`src/rtl/alu_cmd_ctrl_pkg.sv`:
```
// Shared opcodes, error code default and FSM encodings for the ALU command controller.
package alu_cmd_ctrl_pkg;

  localparam logic [3:0] OP_AND      = 4'h0;
  localparam logic [3:0] OP_OR       = 4'h1;
  localparam logic [3:0] OP_ADD      = 4'h2;
  localparam logic [3:0] OP_SUB      = 4'h3;
  localparam logic [3:0] OP_SHL      = 4'h4;
  localparam logic [3:0] OP_SHR      = 4'h5;
  localparam logic [3:0] OP_ASR      = 4'h6;
  localparam logic [3:0] OP_XOR      = 4'h7;
  localparam logic [3:0] OP_EQ       = 4'h8;
  localparam logic [3:0] OP_GE       = 4'h9;
  localparam logic [3:0] OP_LT       = 4'hA;
  localparam logic [3:0] OP_RSVD_MIN = 4'hB;

  localparam logic [7:0] ERR_CODE_DEFAULT = 8'hEE;

  typedef enum logic [1:0] {
    ST_IDLE  = 2'd0,
    ST_DRIVE = 2'd1,
    ST_RESP  = 2'd2
  } state_t;

endpackage

```
`src/rtl/alu_cmd_ctrl_err_check.sv`:
```
// Combinational pre-check of a command: ADD carry-out / SUB borrow and reserved-opcode detect.
module alu_err_check
  import alu_cmd_ctrl_pkg::*;
(
  input  logic [3:0] op,
  input  logic [7:0] a,
  input  logic [7:0] b,
  output logic       err,
  output logic       reserved
);

  logic [8:0] sum;

  assign sum      = {1'b0, a} + {1'b0, b};
  assign err      = ((op == OP_ADD) && sum[8]) || ((op == OP_SUB) && (a < b));
  assign reserved = (op >= OP_RSVD_MIN);

endmodule

```
`src/rtl/alu_cmd_ctrl.sv`:
```
// Sequencing initiator for the 8-bit combinational ALU: command in, operands held, result out.
// Optional accumulator chaining is enabled by defining ACC_CHAIN_EN.
module alu_cmd_ctrl
  import alu_cmd_ctrl_pkg::*;
#(
  parameter int unsigned ALU_LAT  = 1,
  parameter logic [7:0]  ERR_CODE = ERR_CODE_DEFAULT
) (
  input  logic       clk,
  input  logic       rst_n,
  input  logic       cmd_valid,
  output logic       cmd_ready,
  input  logic [3:0] cmd_op,
  input  logic [7:0] cmd_a,
  input  logic [7:0] cmd_b,
  input  logic       cmd_src_acc,
  output logic [7:0] alu_ia,
  output logic [7:0] alu_ib,
  output logic [3:0] alu_func,
  input  logic [7:0] alu_oa,
  output logic       rsp_valid,
  input  logic       rsp_ready,
  output logic [7:0] rsp_data,
  output logic       rsp_err
);

  localparam logic [3:0] LAT_M1 = 4'(ALU_LAT - 1);

  state_t     state, state_n;
  logic [3:0] cnt, cnt_n;
  logic       err_flag, err_flag_n;
  logic       cmd_ready_n;
  logic [7:0] ia_n, ib_n;
  logic [3:0] func_n;
  logic       rsp_valid_n;
  logic [7:0] rsp_data_n;
  logic       rsp_err_n;
  logic [7:0] a_sel;
  logic       chk_err, chk_rsvd;
  logic       accept;

`ifdef ACC_CHAIN_EN
  logic [7:0] acc, acc_n;
  logic [7:0] unused_cfg;

  assign a_sel      = cmd_src_acc ? acc : cmd_a;
  assign unused_cfg = ERR_CODE;
`else
  logic [8:0] unused_cfg;

  assign a_sel      = cmd_a;
  assign unused_cfg = {cmd_src_acc, ERR_CODE};
`endif

  assign accept = cmd_valid & cmd_ready;

  alu_err_check u_err_check (
    .op       (cmd_op),
    .a        (a_sel),
    .b        (cmd_b),
    .err      (chk_err),
    .reserved (chk_rsvd)
  );

  // The error flag comes from our own compare, never from spotting ERR_CODE on alu_oa.
  always_comb begin
    state_n     = state;
    cnt_n       = cnt;
    err_flag_n  = err_flag;
    ia_n        = alu_ia;
    ib_n        = alu_ib;
    func_n      = alu_func;
    rsp_valid_n = rsp_valid;
    rsp_data_n  = rsp_data;
    rsp_err_n   = rsp_err;
`ifdef ACC_CHAIN_EN
    acc_n       = acc;
`endif

    case (state)
      ST_IDLE: begin
        if (accept) begin
          if (chk_rsvd) begin
            state_n     = ST_RESP;
            rsp_valid_n = 1'b1;
            rsp_data_n  = 8'h00;
            rsp_err_n   = 1'b1;
          end else begin
            state_n    = ST_DRIVE;
            ia_n       = a_sel;
            ib_n       = cmd_b;
            func_n     = ~cmd_op;
            err_flag_n = chk_err;
            cnt_n      = LAT_M1;
          end
        end
      end
      ST_DRIVE: begin
        if (cnt == 4'd0) begin
          state_n     = ST_RESP;
          rsp_valid_n = 1'b1;
          rsp_data_n  = alu_oa;
          rsp_err_n   = err_flag;
`ifdef ACC_CHAIN_EN
          if (!err_flag) begin
            acc_n = alu_oa;
          end
`endif
        end else begin
          cnt_n = cnt - 4'd1;
        end
      end
      ST_RESP: begin
        if (rsp_ready) begin
          state_n     = ST_IDLE;
          rsp_valid_n = 1'b0;
        end
      end
      default: begin
        state_n = ST_IDLE;
      end
    endcase

    cmd_ready_n = (state_n == ST_IDLE);
  end

  always_ff @(posedge clk) begin
    if (!rst_n) begin
      state     <= ST_IDLE;
      cnt       <= 4'd0;
      err_flag  <= 1'b0;
      cmd_ready <= 1'b0;
      alu_ia    <= 8'h00;
      alu_ib    <= 8'h00;
      alu_func  <= 4'hF;
      rsp_valid <= 1'b0;
      rsp_data  <= 8'h00;
      rsp_err   <= 1'b0;
`ifdef ACC_CHAIN_EN
      acc       <= 8'h00;
`endif
    end else begin
      state     <= state_n;
      cnt       <= cnt_n;
      err_flag  <= err_flag_n;
      cmd_ready <= cmd_ready_n;
      alu_ia    <= ia_n;
      alu_ib    <= ib_n;
      alu_func  <= func_n;
      rsp_valid <= rsp_valid_n;
      rsp_data  <= rsp_data_n;
      rsp_err   <= rsp_err_n;
`ifdef ACC_CHAIN_EN
      acc       <= acc_n;
`endif
    end
  end

endmodule

```
`config.mk`:
```
export PLATFORM = sky130hd
export DESIGN_NAME = alu_cmd_ctrl
export DESIGN_NICKNAME = d
export VERILOG_FILES = /design/src/rtl/alu_cmd_ctrl_pkg.sv /design/src/rtl/alu_cmd_ctrl_err_check.sv /design/src/rtl/alu_cmd_ctrl.sv
export SDC_FILE = /design/constraint.sdc
export NUM_CORES = 1
export LEC_CHECK = 0
export ABC_CLOCK_PERIOD_IN_PS = 2150
export CORE_ASPECT_RATIO = 1.2
export CORE_MARGIN = 8
export CORE_UTILIZATION = 46
export CTS_BUF_LIST = sky130_fd_sc_hd__clkbuf_4
export DETAILED_ROUTE_END_ITERATION = 8
export PLACE_DENSITY = 0.81
export SLEW_MARGIN = 5
export SYNTH_ARGS = -nofsm -noshare
export SYNTH_HDL_FRONTEND = slang
export SYNTH_SLANG_ARGS = --single-unit
```
`constraint.sdc`:
```
create_clock -name clk -period 2.15 [get_ports clk]
set_input_delay 0.645 -clock clk [delete_from_list [all_inputs] [get_ports clk]]
set_output_delay 0.645 -clock clk [all_outputs]
set_load 0.01 [all_outputs]
```
==> metrics.txt, run 1 <==
# TYPE chip_impl_metric gauge
chip_impl_metric{name="h-tree-depth",unit=""} 2
chip_impl_metric{name="wl",unit="µm"} 4752
chip_impl_info{name="cts_tree",value="built"} 1
chip_impl_info{name="layout.cells.most_common_list",value="sky130_fd_sc_hd__clkdlybuf4s50_1, sky130_fd_sc_hd__nand2_1, sky130_fd_sc_hd__dfxtp_1, sky130_fd_sc_hd__buf_4, sky130_fd_sc_hd__ha_1"} 1
chip_impl_metric{name="reg2regPathDepth",unit=""} 7
chip_impl_metric{name="synthesis.area_per_instance",unit="µm²"} 8.746
chip_impl_metric{name="maxCapViolCount",unit=""} 0
chip_impl_metric{name="critical_path.max_stage_delay",unit="ns"} 0.49
chip_impl_metric{name="antenna_violations_before_repair",unit=""} 0
chip_impl_metric{name="vias_per_cell",unit=""} 5.124
chip_impl_metric{name="postCtsSetupRepairBufs",unit=""} 0
chip_impl_metric{name="report.final.hold_viol_count",unit=""} 0
chip_impl_metric{name="maxSlewHeadroom",unit=""} 0.7037
chip_impl_metric{name="n_antenna_cell",unit=""} 0
chip_impl_metric{name="drt_iter0_markers",unit=""} 39
chip_impl_metric{name="postSynthNetCount",unit=""} 257
chip_impl_metric{name="postSynthRegisterBits",unit=""} 38
chip_impl_info{name="timing.hold.worst.class",value="reg2reg"} 1
chip_impl_metric{name="setup_viol_count_final",unit=""} 0
chip_impl_metric{name="cp.buffers_inverters",unit=""} 2
chip_impl_metric{name="synthesis.area",unit="µm²"} 1828
chip_impl_metric{name="detail_route.first_pass.iterations",unit=""} 4
chip_impl_metric{name="dp.cells",unit=""} 339
chip_impl_metric{name="min_path_cells",unit=""} 2
chip_impl_metric{name="worstPathArrival",unit="ns"} 2.29
chip_impl_metric{name="drive_gt1_frac",unit=""} 0.1199
chip_impl_metric{name="clock_insertion_delay_worst_skew",unit="ns"} 0.34
chip_impl_metric{name="io_buffers",unit=""} 62
chip_impl_info{name="top_family_by_delay_on_critical_path",value="buffers and inverters"} 1
chip_impl_metric{name="detail_route.drc_violations",unit=""} 0
chip_impl_metric{name="synth_seq_area_share",unit=""} 0.4162
chip_impl_metric{name="tritoncts.num_buffers",unit=""} 5
chip_impl_info{name="cts.root.buffer_cell",value="sky130_fd_sc_hd__clkbuf_4"} 1
chip_impl_info{name="critPathCaptureType",value="register"} 1
chip_impl_metric{name="tightestPinTransition",unit="ns"} 0.4444
chip_impl_info{name="critPathSlowestCell",value="sky130_fd_sc_hd__clkdlybuf4s50_1"} 1
chip_impl_info{name="outcome",value="completed"} 1
chip_impl_metric{name="highest_clock_rate",unit="MHz"} 502.7
chip_impl_metric{name="design.die.area",unit="µm²"} 6255
chip_impl_metric{name="drtAntennaViolNets",unit=""} 0
chip_impl_metric{name="slew_violations",unit=""} 0
chip_impl_metric{name="cts_hold_buffers",unit=""} 0
chip_impl_metric{name="cts.sinks",unit=""} 38
chip_impl_metric{name="leakagePower",unit="nW"} 1.119
chip_impl_metric{name="fin_setup_tns",unit="ns"} 0
chip_impl_metric{name="ir_worst_vdd",unit="V"} 0.0004263
chip_impl_metric{name="rd_place_congestion",unit=""} 0.8438
chip_impl_metric{name="cellPowerDensity",unit="nW/µm²"} 566.1
chip_impl_metric{name="setup_slack",unit="ns"} 0.1608
chip_impl_metric{name="final_cells",unit=""} 346
chip_impl_info{name="rsz0062_at_grt",value="no"} 1
chip_impl_metric{name="netlist-cell-type-count",unit=""} 42
chip_impl_metric{name="gr-usage-all-layers",unit=""} 0.1617
chip_impl_metric{name="finalNetCount",unit=""} 340
chip_impl_metric{name="worst-path-max-fanout",unit=""} 4
chip_impl_metric{name="period_needed",unit="ns"} 1.989
chip_impl_metric{name="maximum_clock_skew_at_final_layout",unit="ns"} 0.005757
chip_impl_metric{name="timing.critical_path.depth",unit=""} 7
chip_impl_metric{name="num_io_pins",unit=""} 64
chip_impl_metric{name="number_of_rows_in_the_core_area",unit=""} 25
chip_impl_metric{name="grt_max_degree",unit=""} 29
chip_impl_info{name="crit_path_start_kind",value="input pin"} 1
chip_impl_metric{name="syn2layout_area_growth",unit="%"} 49.14
chip_impl_metric{name="pre_cts_ws",unit="ns"} -0.2008
chip_impl_metric{name="wl_per_cell",unit="µm"} 13.73
chip_impl_metric{name="syn_inst",unit=""} 209
chip_impl_metric{name="warning_count_from_the_yosys_run",unit=""} 0
chip_impl_metric{name="timing.hold.ws",unit="ns"} 0.4525
chip_impl_metric{name="first_global_vias",unit=""} 1825
chip_impl_metric{name="design.core.area",unit="µm²"} 3879
chip_impl_metric{name="clockBufferDepth",unit=""} 2
chip_impl_metric{name="die_x",unit="µm"} 73.55
chip_impl_metric{name="grt_overflow_total",unit=""} 0
chip_impl_metric{name="clk_pin_slew",unit="ns"} 0.11
chip_impl_metric{name="die_h",unit="µm"} 85.06
chip_impl_metric{name="global_route_wire_length_before_repair",unit="µm"} 8059
chip_impl_info{name="worstSetupPathType",value="in2reg"} 1
chip_impl_metric{name="cp_data_required_time",unit="ns"} 2.45
chip_impl_metric{name="dp_hpwl",unit="µm"} 3771
chip_impl_metric{name="floorplan.initialDensity",unit=""} 0.4713
chip_impl_info{name="final_common_cell",value="sky130_fd_sc_hd__clkdlybuf4s50_1"} 1
chip_impl_metric{name="vias",unit=""} 1773
chip_impl_metric{name="timing.final.crit_share",unit=""} 0.9252
chip_impl_metric{name="cts_resized",unit=""} 0
chip_impl_info{name="crit_chain",value="clkdlybuf4s50_1 -> inv_1 -> ha_1 -> nor4_1 -> o21ai_0 -> o2bb2ai_1 -> o221a_2"} 1
synthesized netlist by cell type (all sizes together):
cell | count | share of area
nor4b | 1 | 0.0048
ha | 15 | 0.10
clkbuf | 5 | 0.010
o2bb2ai | 1 | 0.0048
a21boi | 18 | 0.074
nor4 | 2 | 0.0068
o21ai | 7 | 0.021
a2111oi | 1 | 0.0082
and2 | 1 | 0.0034
o221a | 1 | 0.0062
mux2i | 2 | 0.011
and2b | 2 | 0.0096
a21o | 3 | 0.012
xor2 | 1 | 0.0048
nand2 | 46 | 0.094
o211ai | 5 | 0.021
a211oi | 2 | 0.0082
and3 | 1 | 0.0034
nand2b | 2 | 0.0068
nor2b | 2 | 0.0068
nor3 | 2 | 0.0055
or4 | 1 | 0.0041
nand3 | 3 | 0.0082
nor2 | 9 | 0.020
dfxtp | 38 | 0.42
buf | 5 | 0.019
o41ai | 1 | 0.0048
o21a | 1 | 0.0041
nand4 | 2 | 0.0068
nor3b | 1 | 0.0041
nand4b | 1 | 0.0048
o31ai | 1 | 0.0041
a21oi | 6 | 0.016
inv | 14 | 0.029
a32o | 6 | 0.033
metal layers:
| layer | part of all wire | track usage |
|---|---|---|
| met1 | 0.39 | 0.1609 |
| met2 | 0.49 | 0.2730 |
| met3 | 0.091 | 0.07311 |
| met4 | 0.028 | 0.08197 |
| met5 | 0 | 0 |
where the power goes:
part	total, mW	switching, mW	internal, mW
clock network	0.467	0.232	0.235
logic	0.322	0.140	0.182
registers	0.755	0.0187	0.736
path summary, 6_finish.rpt:
check            from           to  slack [ns]
min           rsp_err      rsp_err        0.45
max          cmd_b[6]     err_flag        0.16
min reg2reg   rsp_err      rsp_err        0.45
max reg2reg    cnt[0]  rsp_data[5]        0.30
registers in the layout, indices dropped and copies added, names as in the netlist:
register   flops
cmd_ready      1
alu_ib         8
err_flag       1
rsp_data       8
alu_ia         8
rsp_valid      1
rsp_err        1
state          2
cnt            4
alu_func       4
tightest hold or removal path: stages, from the launching register on:
cell and delay (ns):
sky130_fd_sc_hd__dfxtp_1 0.32, sky130_fd_sc_hd__inv_1 0.04, sky130_fd_sc_hd__a21oi_1 0.05
per-stage QoR:
stage | util | power (mW) | cell area [µm²]
after detailed placement | 0.6845 | 1.095 | 2655
final | 0.7029 | 1.543 | 2726
after global routing | 0.7029 | 1.621 | 2726
after global placement | 0.6845 | 1.087 | 2655
after CTS | 0.7029 | 1.559 | 2726
after floorplan | - | 0.9048 | 1828
area by class of cell:
cell class / instances / area [µm²]
Clock buffer: 5 / 37.54
Clock inverter: 2 / 33.78
Fill cell: 334 / 1152
Inverter: 14 / 52.55
Multi-Input combinational cell: 147 / 973.4
Sequential cell: 38 / 760.7
Tap cell: 54 / 67.56
Timing Repair Buffer: 86 / 800.8
cells by family (layout without fill, tap and decap cells):
group,count (synthesis),count (layout),share of synthesized area
DFF,38,38,0.4162
adders and majority gates,15,15,0.1027
and+or+nand+nor,76,76,0.1896
buffers and inverters,24,107,0.05817
AOI/OAI and AO/OA,53,53,0.2177
xor gates and xnor gates,1,1,0.004792
muxes,2,2,0.01095
No activity file was read; power rests on OpenSTA's default activity.
==> run 2: changes to the inputs <==
CTS_BUF_LIST = sky130_fd_sc_hd__clkbuf_8   (was sky130_fd_sc_hd__clkbuf_4)
SLEW_MARGIN = 20   (was 5)
==> run 2 against run 1 <==
Register-to-register slack about the same. First-iteration DRC count up 5.1%. Global-route usage down 0.12 points. Final cell count unchanged. Combinational power about the same. Count of clock-buffer cells in the layout up 1. Worst hold slack worse by 0.0056 ns. Utilization up 1.2 points. Sequential power about the same. Non-clock buffer count unchanged. Critical endpoint is now alu_ia[0]. Largest power group unchanged.
==> metrics.txt, run 2 (same netlist as run 1, synthesis figures left out) <==
# TYPE chip_impl_metric gauge
chip_impl_metric{name="die_x",unit="µm"} 73.55
chip_impl_metric{name="final_cells",unit=""} 346
chip_impl_metric{name="antenna_violations_before_repair",unit=""} 0
chip_impl_metric{name="layout.core_utilization",unit=""} 0.7152
chip_impl_metric{name="global_route_wire_length_before_repair",unit="µm"} 8045
chip_impl_metric{name="h-tree-depth",unit=""} 2
chip_impl_metric{name="min_path_cells",unit=""} 2
chip_impl_metric{name="design.core.area",unit="µm²"} 3879
chip_impl_metric{name="highest_clock_rate",unit="MHz"} 485.1
chip_impl_metric{name="maximum_clock_skew_at_final_layout",unit="ns"} 0.002680
chip_impl_info{name="layout.cells.most_common_list",value="sky130_fd_sc_hd__clkdlybuf4s50_1, sky130_fd_sc_hd__nand2_1, sky130_fd_sc_hd__dfxtp_1, sky130_fd_sc_hd__buf_4, sky130_fd_sc_hd__ha_1"} 1
chip_impl_metric{name="n_antenna_cell",unit=""} 0
chip_impl_metric{name="maxSlewHeadroom",unit=""} 0.6986
chip_impl_metric{name="ir_worst_vdd",unit="V"} 0.0004554
chip_impl_metric{name="clockBufferDepth",unit=""} 2
chip_impl_metric{name="ff_latch_area",unit="µm²"} 760.7
chip_impl_metric{name="reg2regPathDepth",unit=""} 7
chip_impl_metric{name="cp.buffers_inverters",unit=""} 2
chip_impl_metric{name="detail_route.drc_violations",unit=""} 0
chip_impl_metric{name="die_h",unit="µm"} 85.06
chip_impl_metric{name="worst-path-max-fanout",unit=""} 9
chip_impl_metric{name="number_of_rows_in_the_core_area",unit=""} 25
chip_impl_metric{name="totalPowerFinal",unit="mW"} 1.688
chip_impl_metric{name="finalNetCount",unit=""} 340
chip_impl_info{name="hold-path-endpoint",value="rsp_err"} 1
chip_impl_metric{name="setup.reg_to_reg.worst_slack",unit="ns"} 0.30
chip_impl_info{name="crit_path_start_kind",value="input pin"} 1
chip_impl_info{name="regToRegEndpoint",value="rsp_data[5]"} 1
chip_impl_info{name="crit-reg2reg-launch",value="cnt[0]"} 1
chip_impl_metric{name="maxCapViolCount",unit=""} 0
chip_impl_metric{name="io_buffers",unit=""} 62
chip_impl_metric{name="timing.hold.ws",unit="ns"} 0.4469
chip_impl_metric{name="grt_max_degree",unit=""} 29
chip_impl_metric{name="slew_violations",unit=""} 0
chip_impl_metric{name="nFillCells",unit=""} 327
chip_impl_info{name="critPathCaptureType",value="register"} 1
chip_impl_metric{name="worstPathArrival",unit="ns"} 2.28
chip_impl_metric{name="tightestPinTransition",unit="ns"} 0.4521
chip_impl_metric{name="multi_input_comb_area",unit="µm²"} 979.7
chip_impl_metric{name="vias_per_cell",unit=""} 5.133
chip_impl_info{name="top_family_by_delay_on_critical_path",value="compound AO/OA/AOI/OAI gates"} 1
chip_impl_info{name="cts_tree",value="built"} 1
chip_impl_metric{name="period_needed",unit="ns"} 2.061
chip_impl_metric{name="design.die.area",unit="µm²"} 6255
chip_impl_metric{name="cts.sinks",unit=""} 38
chip_impl_metric{name="first_global_vias",unit=""} 1822
chip_impl_info{name="timing.hold.worst.class",value="reg2reg"} 1
chip_impl_metric{name="timing.final.crit_share",unit=""} 0.9588
chip_impl_info{name="final_common_cell",value="sky130_fd_sc_hd__clkdlybuf4s50_1"} 1
chip_impl_metric{name="gr-usage-all-layers",unit=""} 0.1605
chip_impl_metric{name="drive_gt1_frac",unit=""} 0.1267
chip_impl_metric{name="grt_overflow_total",unit=""} 0
chip_impl_metric{name="clk_pin_slew",unit="ns"} 0.07
chip_impl_metric{name="leakagePower",unit="nW"} 1.138
chip_impl_metric{name="tritoncts.num_buffers",unit=""} 5
chip_impl_metric{name="cp_data_required_time",unit="ns"} 2.37
chip_impl_metric{name="vias",unit=""} 1776
chip_impl_metric{name="dp.cells",unit=""} 339
chip_impl_metric{name="drt_iter0_markers",unit=""} 41
chip_impl_metric{name="detail_route.first_pass.iterations",unit=""} 4
chip_impl_metric{name="cts_hold_buffers",unit=""} 0
chip_impl_metric{name="setup_viol_count_final",unit=""} 0
chip_impl_metric{name="dp_hpwl",unit="µm"} 3771
chip_impl_metric{name="clock_insertion_delay_worst_skew",unit="ns"} 0.29
chip_impl_info{name="cts.root.buffer_cell",value="sky130_fd_sc_hd__clkbuf_8"} 1
chip_impl_metric{name="report.final.hold_viol_count",unit=""} 0
chip_impl_metric{name="wl",unit="µm"} 4763
chip_impl_metric{name="critical_path.max_stage_delay",unit="ns"} 0.52
chip_impl_info{name="worstSetupPathType",value="in2reg"} 1
chip_impl_metric{name="syn2layout_area_growth",unit="%"} 51.75
chip_impl_metric{name="rd_place_congestion",unit=""} 0.8438
chip_impl_metric{name="wl_per_cell",unit="µm"} 13.77
chip_impl_info{name="outcome",value="completed"} 1
chip_impl_info{name="rsz0062_at_grt",value="no"} 1
chip_impl_metric{name="drtAntennaViolNets",unit=""} 0
chip_impl_metric{name="floorplan.initialDensity",unit=""} 0.4713
chip_impl_info{name="critical_path_startpoint",value="cmd_op[0]"} 1
chip_impl_metric{name="cellPowerDensity",unit="nW/µm²"} 608.6
chip_impl_info{name="crit_chain",value="clkdlybuf4s50_1 -> a21o_1 -> a2111oi_4 -> buf_4 -> nand2_1 -> a21boi_0"} 1
chip_impl_info{name="reg_top3",value="alu_ia (8), alu_ib (8), rsp_data (8)"} 1
chip_impl_info{name="critPathSlowestCell",value="sky130_fd_sc_hd__a2111oi_4"} 1
chip_impl_metric{name="num_io_pins",unit=""} 64
chip_impl_info{name="hp-start",value="rsp_err"} 1
[run 2: worst min-delay path: stages, from the launching register on]
cell and delay [ns]:
sky130_fd_sc_hd__dfxtp_1 0.31, sky130_fd_sc_hd__inv_1 0.04, sky130_fd_sc_hd__a21oi_1 0.05
[run 2: repair_timing]
item                                    4_1_cts  5_1_grt
endpoints found under the setup margin        0        1
setup buffers                                 0        0
gates resized for setup                       0        2
[run 2: power breakdown]
part / total (mW) / leakage [nW] / internal, mW / switching, mW
Sequential: 0.755 / 0.309 / 0.736 / 0.0187
Combinational: 0.325 / 0.771 / 0.183 / 0.143
Clock: 0.608 / 0.0573 / 0.371 / 0.237
Total: 1.69 / 1.14 / 1.29 / 0.399
[run 2: worst max path at each step]
stage | end | slack, ns | cells past startpoint
after floorplan | err_flag | 0.32 | 5
after global routing | err_flag | 0.0003 | 7
after detailed placement | alu_ia[0] | -0.20 | 6
after CTS | alu_ia[0] | 0.08 | 6
after global placement | alu_ia[2] | -0.17 | 6
final | alu_ia[0] | 0.09 | 6
[run 2: cell type report]
cell class | instances | share of cell area
flip-flops and latches | 38 | 0.2742
clock buffers | 6 | 0.02977
well taps | 54 | 0.02436
inverters | 14 | 0.01894
repair buffers | 86 | 0.2887
multi-input cells | 147 | 0.3532
clock inverters | 1 | 0.01083
[run 2: per-layer routing]
| layer | wire [µm] | vias up | global-route usage |
|---|---|---|---|
| met2 | 2403 | 52 | 0.2811 |
| li1 | - | 887 | - |
| met5 | 0 | - | 0 |
| met4 | 86 | 0 | 0.06193 |
| met1 | 1874 | 829 | 0.1602 |
| met3 | 399 | 8 | 0.06958 |
[run 2: per-stage QoR]
| step | TNS (ns) | instance area (µm²) | setup WS [ns] |
|---|---|---|---|
| 5_1_grt | 0 | 2774 | 0.0002700 |
| 4_1_cts | 0 | 2768 | 0.08410 |
| 3_5_place_dp | -3.395 | 2655 | -0.2008 |
| 6_report | 0 | 2774 | 0.08867 |
| 3_3_place_gp | -2.711 | 2655 | -0.1659 |
| 2_1_floorplan | 0 | 1828 | 0.3212 |
